### src/rtl/dehaze_pkg.sv
// Shared constants and types for the dehaze pipeline stages.
package dehaze_pkg;

    // Fixed-point widths used across the pipeline.
    localparam int Q16_W = 16;
    localparam int PIX_W = 8;

    // Haze-retention factor omega = 0.9 in Q0.16.
    localparam logic [Q16_W-1:0] OMEGA_Q16 = 16'd58982;

    // Reciprocal substituted when the atmospheric light is zero.
    localparam logic [Q16_W-1:0] SAT_Q16 = 16'hFFFF;

    // Sequencer states of the atmospheric-light inverter.
    typedef enum logic [2:0] {
        ST_IDLE   = 3'd0,
        ST_LOAD   = 3'd1,
        ST_DIV    = 3'd2,
        ST_STORE  = 3'd3,
        ST_COMMIT = 3'd4
    } inv_state_t;

endpackage

### src/rtl/seq_div_16by8.sv
// Restoring divider: 16-bit dividend by 8-bit divisor, one quotient bit per
// cycle, MSB first. A load pulse arms it; it then runs exactly 16 iterations.
// 'finished' is high during the cycle whose closing edge performs the 16th
// iteration, so the quotient is final in the cycle after 'finished'.
module seq_div_16by8
    import dehaze_pkg::*;
(
    input  logic             clk,
    input  logic             rst,
    input  logic             load,
    input  logic [Q16_W-1:0] dividend,
    input  logic [PIX_W-1:0] divisor,
    output logic [Q16_W-1:0] quotient,
    output logic             zero,
    output logic             finished
);

    // 9-bit partial remainder: the shifted value can reach 2*divisor-1,
    // so one extra bit keeps the compare free of overflow.
    logic [PIX_W:0]   rem_q;
    logic [Q16_W-1:0] quo_q;
    logic [PIX_W-1:0] dvs_q;
    logic [3:0]       cnt_q;
    logic             active_q;
    logic             zero_q;
    logic             sub_ok;

    // Trial compare of the shifted remainder against the divisor.
    always_comb begin
        sub_ok = ({rem_q, quo_q[Q16_W-1]} >= {2'b00, dvs_q});
    end

    // Iteration register: load arms, then shift/subtract for 16 cycles.
    always_ff @(posedge clk) begin
        if (!rst) begin
            rem_q    <= '0;
            quo_q    <= '0;
            dvs_q    <= '0;
            cnt_q    <= '0;
            active_q <= 1'b0;
            zero_q   <= 1'b0;
        end else if (load) begin
            rem_q    <= '0;
            quo_q    <= dividend;
            dvs_q    <= divisor;
            cnt_q    <= '0;
            active_q <= 1'b1;
            zero_q   <= (divisor == '0);
        end else if (active_q) begin
            if (sub_ok) begin
                rem_q <= 9'({rem_q, quo_q[Q16_W-1]} - {2'b00, dvs_q});
            end else begin
                rem_q <= {rem_q[PIX_W-1:0], quo_q[Q16_W-1]};
            end
            quo_q <= {quo_q[Q16_W-2:0], sub_ok};
            cnt_q <= cnt_q + 4'd1;
            if (cnt_q == 4'd15) begin
                active_q <= 1'b0;
            end
        end
    end

    assign quotient = quo_q;
    assign zero     = zero_q;
    assign finished = active_q && (cnt_q == 4'd15);

endmodule

### src/rtl/atm_light_inverter.sv
// Per-frame reciprocal of the atmospheric light: Ac_Inv = omega / Ac (Q0.16)
// for R, G and B in turn through one shared divider. The three outputs are
// replaced together on a single edge so downstream never mixes two frames.
//
// Handshake: start is a one-cycle request honoured only in IDLE; Ac_R/G/B are
// captured on that edge. busy is high while the channels are being computed;
// done pulses for one cycle (COMMIT) and the outputs are already new in that
// cycle. Requests while busy or during done are dropped, not queued.
module atm_light_inverter
    import dehaze_pkg::*;
#(
    parameter logic [Q16_W-1:0] OMEGA     = OMEGA_Q16,
    parameter logic [Q16_W-1:0] SAT_VALUE = SAT_Q16
)
(
    input  logic             clk,
    input  logic             rst,
    input  logic             start,
    input  logic [PIX_W-1:0] Ac_R,
    input  logic [PIX_W-1:0] Ac_G,
    input  logic [PIX_W-1:0] Ac_B,
    output logic             busy,
    output logic             done,
    output logic [Q16_W-1:0] Ac_Inv_R,
    output logic [Q16_W-1:0] Ac_Inv_G,
    output logic [Q16_W-1:0] Ac_Inv_B
);

    // Sequencer state, visible hierarchically for checkers.
    inv_state_t       state;
    inv_state_t       state_next;

    logic [1:0]       channel;
    logic [PIX_W-1:0] ac_r_q;
    logic [PIX_W-1:0] ac_g_q;
    logic [PIX_W-1:0] ac_b_q;
    logic [PIX_W-1:0] divisor;
    logic [Q16_W-1:0] shadow_r;
    logic [Q16_W-1:0] shadow_g;
    logic [Q16_W-1:0] div_quotient;
    logic [Q16_W-1:0] result;
    logic             div_load;
    logic             div_zero;
    logic             div_finished;

    // Select the captured channel that feeds the divider.
    always_comb begin
        divisor = ac_b_q;
        case (channel)
            2'd0:    divisor = ac_r_q;
            2'd1:    divisor = ac_g_q;
            default: divisor = ac_b_q;
        endcase
    end

    assign div_load = (state == ST_LOAD);
    assign result   = div_zero ? SAT_VALUE : div_quotient;

    seq_div_16by8 u_div (
        .clk      (clk),
        .rst      (rst),
        .load     (div_load),
        .dividend (OMEGA),
        .divisor  (divisor),
        .quotient (div_quotient),
        .zero     (div_zero),
        .finished (div_finished)
    );

    // Next-state logic for the channel sequencer.
    always_comb begin
        state_next = state;
        case (state)
            ST_IDLE:   if (start) state_next = ST_LOAD;
            ST_LOAD:   state_next = ST_DIV;
            ST_DIV:    if (div_finished) state_next = ST_STORE;
            ST_STORE:  state_next = (channel == 2'd2) ? ST_COMMIT : ST_LOAD;
            ST_COMMIT: state_next = ST_IDLE;
            default:   state_next = ST_IDLE;
        endcase
    end

    // State register.
    always_ff @(posedge clk) begin
        if (!rst) begin
            state <= ST_IDLE;
        end else begin
            state <= state_next;
        end
    end

    // Capture, per-channel shadow storage and the atomic output update.
    // The blue result is the last one produced, so it goes straight to the
    // output alongside the red and green shadows on the edge entering COMMIT;
    // that way the outputs are already new in the cycle done is high.
    always_ff @(posedge clk) begin
        if (!rst) begin
            channel  <= '0;
            ac_r_q   <= '0;
            ac_g_q   <= '0;
            ac_b_q   <= '0;
            shadow_r <= '0;
            shadow_g <= '0;
            Ac_Inv_R <= '0;
            Ac_Inv_G <= '0;
            Ac_Inv_B <= '0;
        end else begin
            case (state)
                ST_IDLE: begin
                    if (start) begin
                        ac_r_q  <= Ac_R;
                        ac_g_q  <= Ac_G;
                        ac_b_q  <= Ac_B;
                        channel <= 2'd0;
                    end
                end
                ST_STORE: begin
                    case (channel)
                        2'd0: begin
                            shadow_r <= result;
                            channel  <= 2'd1;
                        end
                        2'd1: begin
                            shadow_g <= result;
                            channel  <= 2'd2;
                        end
                        default: begin
                            Ac_Inv_R <= shadow_r;
                            Ac_Inv_G <= shadow_g;
                            Ac_Inv_B <= result;
                            channel  <= 2'd0;
                        end
                    endcase
                end
                default: ;
            endcase
        end
    end

    assign busy = (state == ST_LOAD) || (state == ST_DIV) || (state == ST_STORE);
    assign done = (state == ST_COMMIT);

endmodule

### config.mk
export PLATFORM = sky130hd
export DESIGN_NAME = atm_light_inverter
export DESIGN_NICKNAME = d
export VERILOG_FILES = /design/src/rtl/dehaze_pkg.sv /design/src/rtl/seq_div_16by8.sv /design/src/rtl/atm_light_inverter.sv
export SDC_FILE = /design/constraint.sdc
export NUM_CORES = 1
export LEC_CHECK = 0
export CAP_MARGIN = 20
export CORE_MARGIN = 10
export CORE_UTILIZATION = 39
export CTS_CLUSTER_DIAMETER = 100
export CTS_CLUSTER_SIZE = 24
export DETAILED_ROUTE_END_ITERATION = 10
export PLACE_DENSITY = 0.58
export SYNTH_ARGS = -nofsm -noshare
export SYNTH_HDL_FRONTEND = slang
export SYNTH_SLANG_ARGS = --single-unit
export TNS_END_PERCENT = 20
### constraint.sdc
create_clock -name clk -period 4.8 [get_ports clk]
set_input_delay 1.2 -clock clk [delete_from_list [all_inputs] [get_ports clk]]
set_output_delay 1.2 -clock clk [all_outputs]
set_load 0.02 [all_outputs]
# ---- Word level (Yosys, flattened, before mapping)
# Cells that the tools add are included.
dict set report word_totals {
  ff_bits 148
  in_bits 27
  elab_cells 62
}
dict set report classes {
  n_addsub 2
  magnitude_cmp 1
  eq_ne 9
  muxes 15
  n_bitwise 2
  n_reduce_logical 16
}
# op count
set ops {}
lappend ops {{16-bit two-way mux} 3}
lappend ops {{8-bit one-hot mux with 2 select lines} 1}
lappend ops {{3-bit one-hot mux with 4 select lines} 1}
lappend ops {{2-bit AND reduction} 6}
lappend ops {{10-bit by 8-bit greater-or-equal comparator with 1-bit output} 1}
lappend ops {{3-bit two-way mux} 3}
lappend ops {{9-bit two-way mux} 1}
lappend ops {{9-bit by 8-bit subtractor with 9-bit output} 1}
lappend ops {{8-bit zero test} 1}
lappend ops {{2-bit one-hot mux with 2 select lines} 2}
lappend ops {{3-bit by 2-bit equality test with 1-bit output (second input constant)} 2}
lappend ops {{4-bit by 1-bit adder with 4-bit output (second input constant)} 1}
lappend ops {{4-bit equality test (second input constant)} 1}
lappend ops {{2-bit != test (second input constant)} 2}
lappend ops {{2-bit nonzero test} 2}
lappend ops {{2-bit OR reduction} 2}
lappend ops {{3-bit by 1-bit equality test with 1-bit output (second input constant)} 1}
lappend ops {{3-bit equality test (second input constant)} 1}
lappend ops {{3-bit zero test} 1}
lappend ops {{1-bit two-way mux} 3}
lappend ops {{2-bit by 1-bit equality test with 1-bit output (second input constant)} 1}
lappend ops {{2-bit equality test (second input constant)} 1}
lappend ops {{2-bit zero test} 1}
lappend ops {{1-bit logical OR} 2}
lappend ops {{other kinds (3)} 4}

# ---- Longest topological paths before layout
# Gate-level depths: netlist of the first run.
dict set report logic_depth {
  depth_word 4
  depth_mapped 10
}

# ---- Modules after synthesis
# A second synthesis of the first run with hierarchy kept.
dict set report hier_totals {
  hier_cells 692
  hier_area_um2 6234.7
}
# module n_inst cells_each area_per_inst_um2
set modules_own_cells {}
lappend modules_own_cells {atm_light_inverter 1 445 4077.7}
lappend modules_own_cells {seq_div_16by8 1 247 2157.1}

# ---- Least setup slack after synthesis of the first run
# OpenSTA, ideal clock, no wires.
dict set report synth_path {
  kind {reg2reg}
  from {register u_div.quo_q[15], in the netlist u_div.quotient[15]}
  to {register u_div.rem_q[0]}
  setup_time_ns 0.068
  arrival_ns 2.119
  setup_slack_ns 2.613
  path_stages_with_launch 11
  path_buffers 0
  path_cell_list {dfxtp_1 -> inv_1 -> ha_1 -> inv_1 -> fa_1 -> a211oi_2 -> o21bai_2 -> a21oi_2 -> o211ai_4 -> mux2_4 -> o21ai_2}
}
dict set report synth_between {
  elab_chain_len 2
  word_cells_on_any_way 3
  classes_between {1 x add/sub; 1 x order compare; 1 x mux}
}
# item line
set synth_lines {}
lappend synth_lines {{from (decl)} seq_div_16by8.sv:21} ;# logic [Q16_W-1:0] quo_q;
lappend synth_lines {{from (signal assigned)} seq_div_16by8.sv:44} ;# quo_q <= dividend;
lappend synth_lines {{from (signal assigned)} seq_div_16by8.sv:55} ;# quo_q <= {quo_q[Q16_W-2:0], sub_ok};
lappend synth_lines {{9-bit by 8-bit subtractor with 9-bit output / 10-bit by 8-bit greater-or-equal comparator with 1-bit output (equally long branches)} {seq_div_16by8.sv:51, seq_div_16by8.sv:30}}
lappend synth_lines {{9-bit two-way mux *} seq_div_16by8.sv:50} ;# if (sub_ok) begin
lappend synth_lines {{to (signal assigned)} seq_div_16by8.sv:51} ;# rem_q <= 9'({rem_q, quo_q[Q16_W-1]} - {2'b00, dvs_q});
lappend synth_lines {{to (signal assigned)} seq_div_16by8.sv:53} ;# rem_q <= {rem_q[PIX_W-1:0], quo_q[Q16_W-1]};
lappend synth_lines {{to (decl)} seq_div_16by8.sv:20} ;# logic [PIX_W:0] rem_q;
# Mark *: on every way between the ends. The rest lies on a longest branch, timed or not.
# A chain may end at the register's enable or synchronous reset.

# ---- Worst setup path after layout of the first run
dict set report layout_path {
  from {register state[0]}
  to {output done}
}
dict set report layout_between {
  elab_chain_len 1
}
# item line
set layout_lines {}
lappend layout_lines {{from (decl)} atm_light_inverter.sv:30} ;# inv_state_t state;
lappend layout_lines {{from (signal assigned)} atm_light_inverter.sv:88} ;# state <= state_next;
lappend layout_lines {{3-bit equality test} atm_light_inverter.sv:141} ;# assign done = (state == ST_COMMIT);
lappend layout_lines {{to (decl)} atm_light_inverter.sv:23} ;# output logic done,
# No other way between the ends.

==> flow_summary_export.csv, run 1 <==
group,metric,value,unit
status,status,"finished clean",
clocking,clock-sinks,148,
synthesis,netlist_area,5840,um2
floorplan,die_w,142,um
synthesis,synth_top_area_cell,"dfxtp_1",
floorplan,ios,77,
clocking,worstSkewPairLatency,0.41,ns
synthesis,synth_cell_types,44,
pwr,seqPwrFrac,42.7,%
placed_design,post_dp_cell_area,6690,um2
drt,route.detailed.drc,0,
critical_path,start_kind,"flip-flop",
synthesis,avgSynthCellArea,8.52,um2
sta,tns,0,ns
job,maxCapViolCount,0,
critical_path,path_buf_inv,1,
sta,worst_slack,1.87,ns
layout,n_antenna_cell,0,
critical_path,crit_path_end_kind,"output port",
sta,worst_pin_slew,0.897,ns
clocking,cts_setup_buffers,0,
drt,drt_iter0_markers,248,
drt,firstDrtPassIters,4,
clocking,ctsResizeCount,0,
synthesis,yosysMostFrequentCell,"dfxtp_1",
clocking,cts_buffer_depth,2,
sta,rsz0062_at_grt,"no",
worst_hold_path,hp-start,"shadow_g[1]",
drt,num_vias,4626,
drt,antenna_left,0,
layout,final_design_area_no_fill,7350,um2
clocking,cts_buffers,17,
placed_design,hpwl,9560,um
sta,max_slew_margin,40.2,%
sta,min_period_over_period,61.0,%
critical_path,cp.required,3.60,ns
global_routing,grt.overflow.total,0,
critical_path,timing.rr.start,"u_div.quotient[15]",
layout,area_growth,26.0,%
synthesis,postSynthCellCount,685,
synthesis,synth-seq-cells,148,
synthesis,synth_flop_cell,"dfxtp_1",
synthesis,syn-num-nets,722,
synthesis,synth_top_area_share,50.8,%
critical_path,arrival,1.73,ns
placed_design,io_buffers,76,
synthesis,synth_area_leaders,"dfxtp_1, nand2_1, a21oi_1",
sta,drv_slew,0,
synthesis,synthArstFlopShare,0,%
synthesis,synthTopCellsByCount,"dfxtp_1, nand2_1, nor2_1",
critical_path,critPathTopFamily,"buffers and inverters",
sta,fin_skew,0.00641,ns
floorplan,die_y,142,um
layout,finalNetCount,774,
synthesis,yosysSeqAreaShare,50.8,%
pwr,net-switching-power,802,uW
worst_hold_path,hold_class,"flip-flop to flip-flop",
floorplan,initial_core_util,40.0,%
placed_design,gp_routability_congestion,0.819,
pwr,ir_drop,0.248,mV
critical_path,slowest_delay,0.54,ns
clocking,clk_pin_slew_worst_paths,0.06,ns
sta,fmax,341,MHz
critical_path,reg2reg_setup_slack,2.32,ns
critical_path,worstSetupPathType,"flip-flop to output port",
critical_path,crit_chain,"nor2_1, and2_1, clkdlybuf4s50_1",
pwr,p_clk_share,43.5,%
floorplan,core_area,14600,um2
worst_hold_path,worstHoldEndpoint,"Ac_Inv_G[1]",
global_routing,grt_max_degree,110,
critical_path,crit_slowest_cell,"clkdlybuf4s50_1",
pwr,internal_power,2340,uW
critical_path,path_max_fanout,8,
pwr,cellPowerDensity,427,nW/um2
clocking,ctsHoldBuffers,0,
global_routing,grt_pass1_vias,4554,
global_routing,grt_pass1_wl,22300,um
drt,vias_per_cell,4.95,
sta,period_minus_slack,2.93,ns
layout,final_layout_size_suffix_gt1_share,6.40,%
clocking,cts_max_level,4,
floorplan,die-area,20300,um2
layout,fillers,1393,
drt,drt_wl_total,13800,um
synthesis,yosys_warnings,0,
pwr,switching_share,25.6,%
worst_hold_path,worstHoldPathCells,2,
drt,wl_per_cell,14.8,um
pwr,p_leak,0.00256,uW
critical_path,reg2reg_depth,10,
clocking,cts_tree,"yes",
global_routing,grt_use_total,13.4,%
clocking,cts_root_buf,"clkbuf_16",
sta,setup_viol,0,
critical_path,crit_start,"state[0]",
critical_path,r2r-end,"u_div.rem_q[0]",
global_routing,antenna_found_initial,0,
sta,hold_viol_final,0,
placed_design,post-place-ws,1.93,ns
floorplan,fp-row-count,44,
pwr,p_comb_share,13.8,%
synthesis,synth_edf_count,0,
power groups by stage:
stage | Sequential [uW] | Combinational, uW | Clock [uW]
after floorplan | 1340 | 347 | 0
after global placement | 1360 | 427 | 0
after detailed placement | 1370 | 436 | 0
after CTS | 1340 | 438 | 1390
after global routing | 1350 | 483 | 1440
final | 1340 | 433 | 1370
through the flow:
step           util [%]  instances  hold WS [ns]  power (uW)
5_1_grt            50.4        934         0.468        3270
6_report           50.4        934         0.453        3140
2_1_floorplan         -        685         0.432        1690
4_1_cts            50.0        932         0.454        3170
3_5_place_dp       45.8        900         0.444        1800
3_3_place_gp       45.7        899         0.441        1790
layer usage:
metal  vias to the layer above  part of all wire (%)  track usage, %
met5                         -                     0               0
met4                         0                   1.2            4.47
met3                        16                   6.7            4.44
met2                        99                    46            20.8
met1                      2084                    47            17.1
li1                       2427                     -               -
worst max-delay path by stage:
stage | endpoint | slack (ns) | depth (start not counted)
after floorplan | u_div.rem_q[0] | 2.61 | 10
after global placement | u_div.rem_q[7] | 1.98 | 5
after detailed placement | u_div.rem_q[7] | 1.93 | 5
after CTS | busy | 1.85 | 3
after global routing | busy | 1.75 | 3
final | done | 1.87 | 3
layout by cell type, fill, tap and decap left out, drive strengths merged, types with 9 or more instances in the layout:
cell type	n
dfxtp	148
nand2	124
nor2	105
a21oi	93
clkdlybuf4s50	76
a211oi	50
mux2i	31
clkbuf	24
o21ai	15
inv	10
ha	9
final cells by class:
| cell class | count | area (um2) | share of cell area, % |
|---|---|---|---|
| clock buffers | 23 | 488 | 6.64 |
| multi-input cells | 476 | 2620 | 35.6 |
| flip-flops and latches | 148 | 2960 | 40.3 |
| well taps | 184 | 230 | 3.13 |
| clock inverters | 9 | 125 | 1.70 |
| repair buffers | 83 | 883 | 12.0 |
| inverters | 11 | 42.5 | 0.579 |
tightest hold or removal path, cell delays in order, from the launching register on:
cell,delay (ns)
dfxtp_1,0.31
nand2_1,0.05
a21oi_1,0.05
logic make-up (layout without fill, tap and decap cells):
kind of cell	after synthesis	in the layout	share of synthesized area (%)
AO/OA/AOI/OAI	168	168	17.6
XOR/XNOR	11	11	1.65
adder cells (fa/ha/maj)	10	10	2.27
buffers and inverters	61	126	4.50
flip-flops	148	148	50.8
multiplexers	32	32	5.57
AND/OR/NAND/NOR	255	255	17.7
flip-flops by register name, summed over array words and instances, names as in the netlist:
signal          count
Ac_Inv_B           16
Ac_Inv_G           16
Ac_Inv_R           16
ac_b_q              8
ac_g_q              8
ac_r_q              8
channel             2
shadow_g           16
shadow_r           16
state               3
u_div.active_q      1
u_div.cnt_q         4
u_div.dvs_q         8
u_div.quotient     16
u_div.rem_q         9
u_div.zero          1
Note: power is estimated with default switching activity, not from simulation.
==> run 2: changes to the inputs <==
clock period = 2.8 ns   (was 4.8 ns; I/O delays follow)
==> run 2 against run 1 <==
Flip-flop and latch count unchanged. Via count rose by 1.8%. Core utilization hardly changed. Clock power increased by 58%. Cell area about the same. Sequential share of layout area hardly changed. Count of clock-buffer cells in the layout increased by 2. Register-to-register slack worse by 1.9 ns. Wire length grew 1.4%. Worst setup slack got worse by 1.5 ns. Critical path depth did not move. Global-route usage increased by 0.54 points. Critical endpoint unchanged.
==> flow_summary_export.csv, run 2 (synthesized netlist as in run 1, its figures left out) <==
group,metric,value,unit
critical_path,crit_slowest_cell,"clkdlybuf4s50_1",
drt,drt_wl_total,14000,um
floorplan,die_w,142,um
drt,wl_per_cell,14.9,um
layout,finalNetCount,782,
drt,drt_iter0_markers,251,
critical_path,arrival,1.77,ns
global_routing,grt.overflow.total,0,
clocking,cts_root_buf,"clkbuf_16",
layout,final_layout_size_suffix_gt1_share,7.26,%
placed_design,gp_routability_congestion,0.784,
clocking,ctsHoldBuffers,0,
floorplan,die_y,142,um
critical_path,slowest_delay,0.60,ns
status,status,"finished clean",
worst_hold_path,worstHoldPathCells,2,
layout,area_growth,26.0,%
sta,fin_skew,0.00853,ns
global_routing,grtUsageMet2,22.4,%
sta,setup_viol,0,
sta,drv_slew,0,
drt,num_vias,4710,
critical_path,reg2reg_depth,10,
pwr,cellPowerDensity,712,nW/um2
clocking,cts_setup_buffers,0,
placed_design,io_buffers,76,
critical_path,crit_path_end_kind,"output port",
clocking,clk_pin_slew_worst_paths,0.06,ns
pwr,internal_power,3860,uW
floorplan,core_area,14600,um2
job,maxCapViolCount,0,
drt,route.detailed.drc,0,
floorplan,initial_core_util,40.0,%
clocking,ctsResizeCount,0,
critical_path,timing.rr.start,"u_div.quotient[15]",
sta,fmax,404,MHz
floorplan,die-area,20300,um2
pwr,net-switching-power,1370,uW
sta,hold_viol_final,0,
clocking,clock-sinks,148,
sta,min_period_over_period,88.3,%
pwr,switching_share,26.2,%
drt,firstDrtPassIters,5,
critical_path,worstSetupPathType,"flip-flop to output port",
drt,vias_per_cell,5.00,
drt,antenna_left,0,
sta,rsz0062_at_grt,"no",
global_routing,busiest_layer,"met2",
pwr,ir_drop,0.408,mV
sta,period_minus_slack,2.47,ns
floorplan,ios,77,
clocking,worstSkewPairLatency,0.42,ns
clocking,cts_tree,"yes",
placed_design,hpwl,9770,um
global_routing,grt_util_met3,4.87,%
pwr,p_clk_share,41.5,%
clocking,cts_max_level,4,
layout,layout_common_cells,"dfxtp_1, nand2_1, nor2_1, a21oi_1, clkdlybuf4s50_1",
sta,tns,0,ns
floorplan,fp-row-count,44,
critical_path,start_kind,"flip-flop",
clocking,cts_buffer_depth,2,
critical_path,path_max_fanout,8,
global_routing,grt_use_total,14.0,%
pwr,finalPower,5230,uW
sta,worst_pin_slew,0.843,ns
critical_path,crit_chain,"nor2_1, and2_1, clkdlybuf4s50_1",
worst_hold_path,hold_class,"flip-flop to flip-flop",
sta,max_slew_margin,43.8,%
global_routing,grt_pass1_vias,4615,
pwr,seqPwrFrac,43.8,%
critical_path,crit_start,"state[0]",
global_routing,grt_pass1_wl,23100,um
layout,n_antenna_cell,0,
placed_design,post_dp_cell_area,6750,um2
global_routing,antenna_found_initial,0,
pwr,p_leak,0.00256,uW
critical_path,cp.required,2.10,ns
global_routing,met1_usage,17.1,%
worst_hold_path,hp-start,"shadow_r[0]",
global_routing,grt_max_degree,90,
layout,final_design_area_no_fill,7350,um2
pwr,p_comb_share,14.7,%
layout,layout_commonest_cell,"dfxtp_1",
clocking,cts_buffers,17,
[run 2: cell types whose count changed in the layout (fill, tap and decap cells not counted), sizes merged]
cell and change:
buf +9, bufinv -2, clkbuf +1, clkinv -1, clkinvlp +1
[run 2: worst paths after layout]
path	slack, ns	to
setup / recovery	0.33	done
hold / removal	0.45	Ac_Inv_R[0]
setup reg to reg	0.46	u_div.rem_q[0]
hold reg to reg	0.45	Ac_Inv_R[0]
[run 2: layout make-up]
cell class	count	area, um2
clock buffer	25	505
multi-input combinational	476	2620
sequential	148	2960
inverter	11	42.5
tap	184	230
clock inverter	7	71.3
fill	1384	7240
timing repair buffer	91	918
[run 2: power by group through the flow]
stage / Combinational (uW) / Clock (uW) / Sequential (uW)
after floorplan: 596 / 0 / 2290
after global placement: 765 / 0 / 2330
after detailed placement: 773 / 0 / 2330
after CTS: 778 / 2230 / 2290
after global routing: 858 / 2320 / 2300
final: 768 / 2170 / 2290
[run 2: critical path: cells and delay by family (launching register included)]
kind	cells	cell delay (ns)
simple gates	2	0.36
flops	1	0.39
buf+inv	1	0.60
[run 2: per-stage QoR]
step	hold slack [ns]	setup slack (ns)	cells	utilization, %
2_1_floorplan	0.432	0.613	685	-
3_3_place_gp	0.437	0.488	909	46.3
3_5_place_dp	0.444	0.455	909	46.3
4_1_cts	0.452	0.306	941	50.2
5_1_grt	0.463	0.225	942	50.4
6_report	0.449	0.327	942	50.4
[run 2: layer usage]
metal,share of wire (%),up-vias
met5,0,-
met4,0.94,0
met2,48,88
li1,-,2445
met1,45,2164
met3,6.0,13
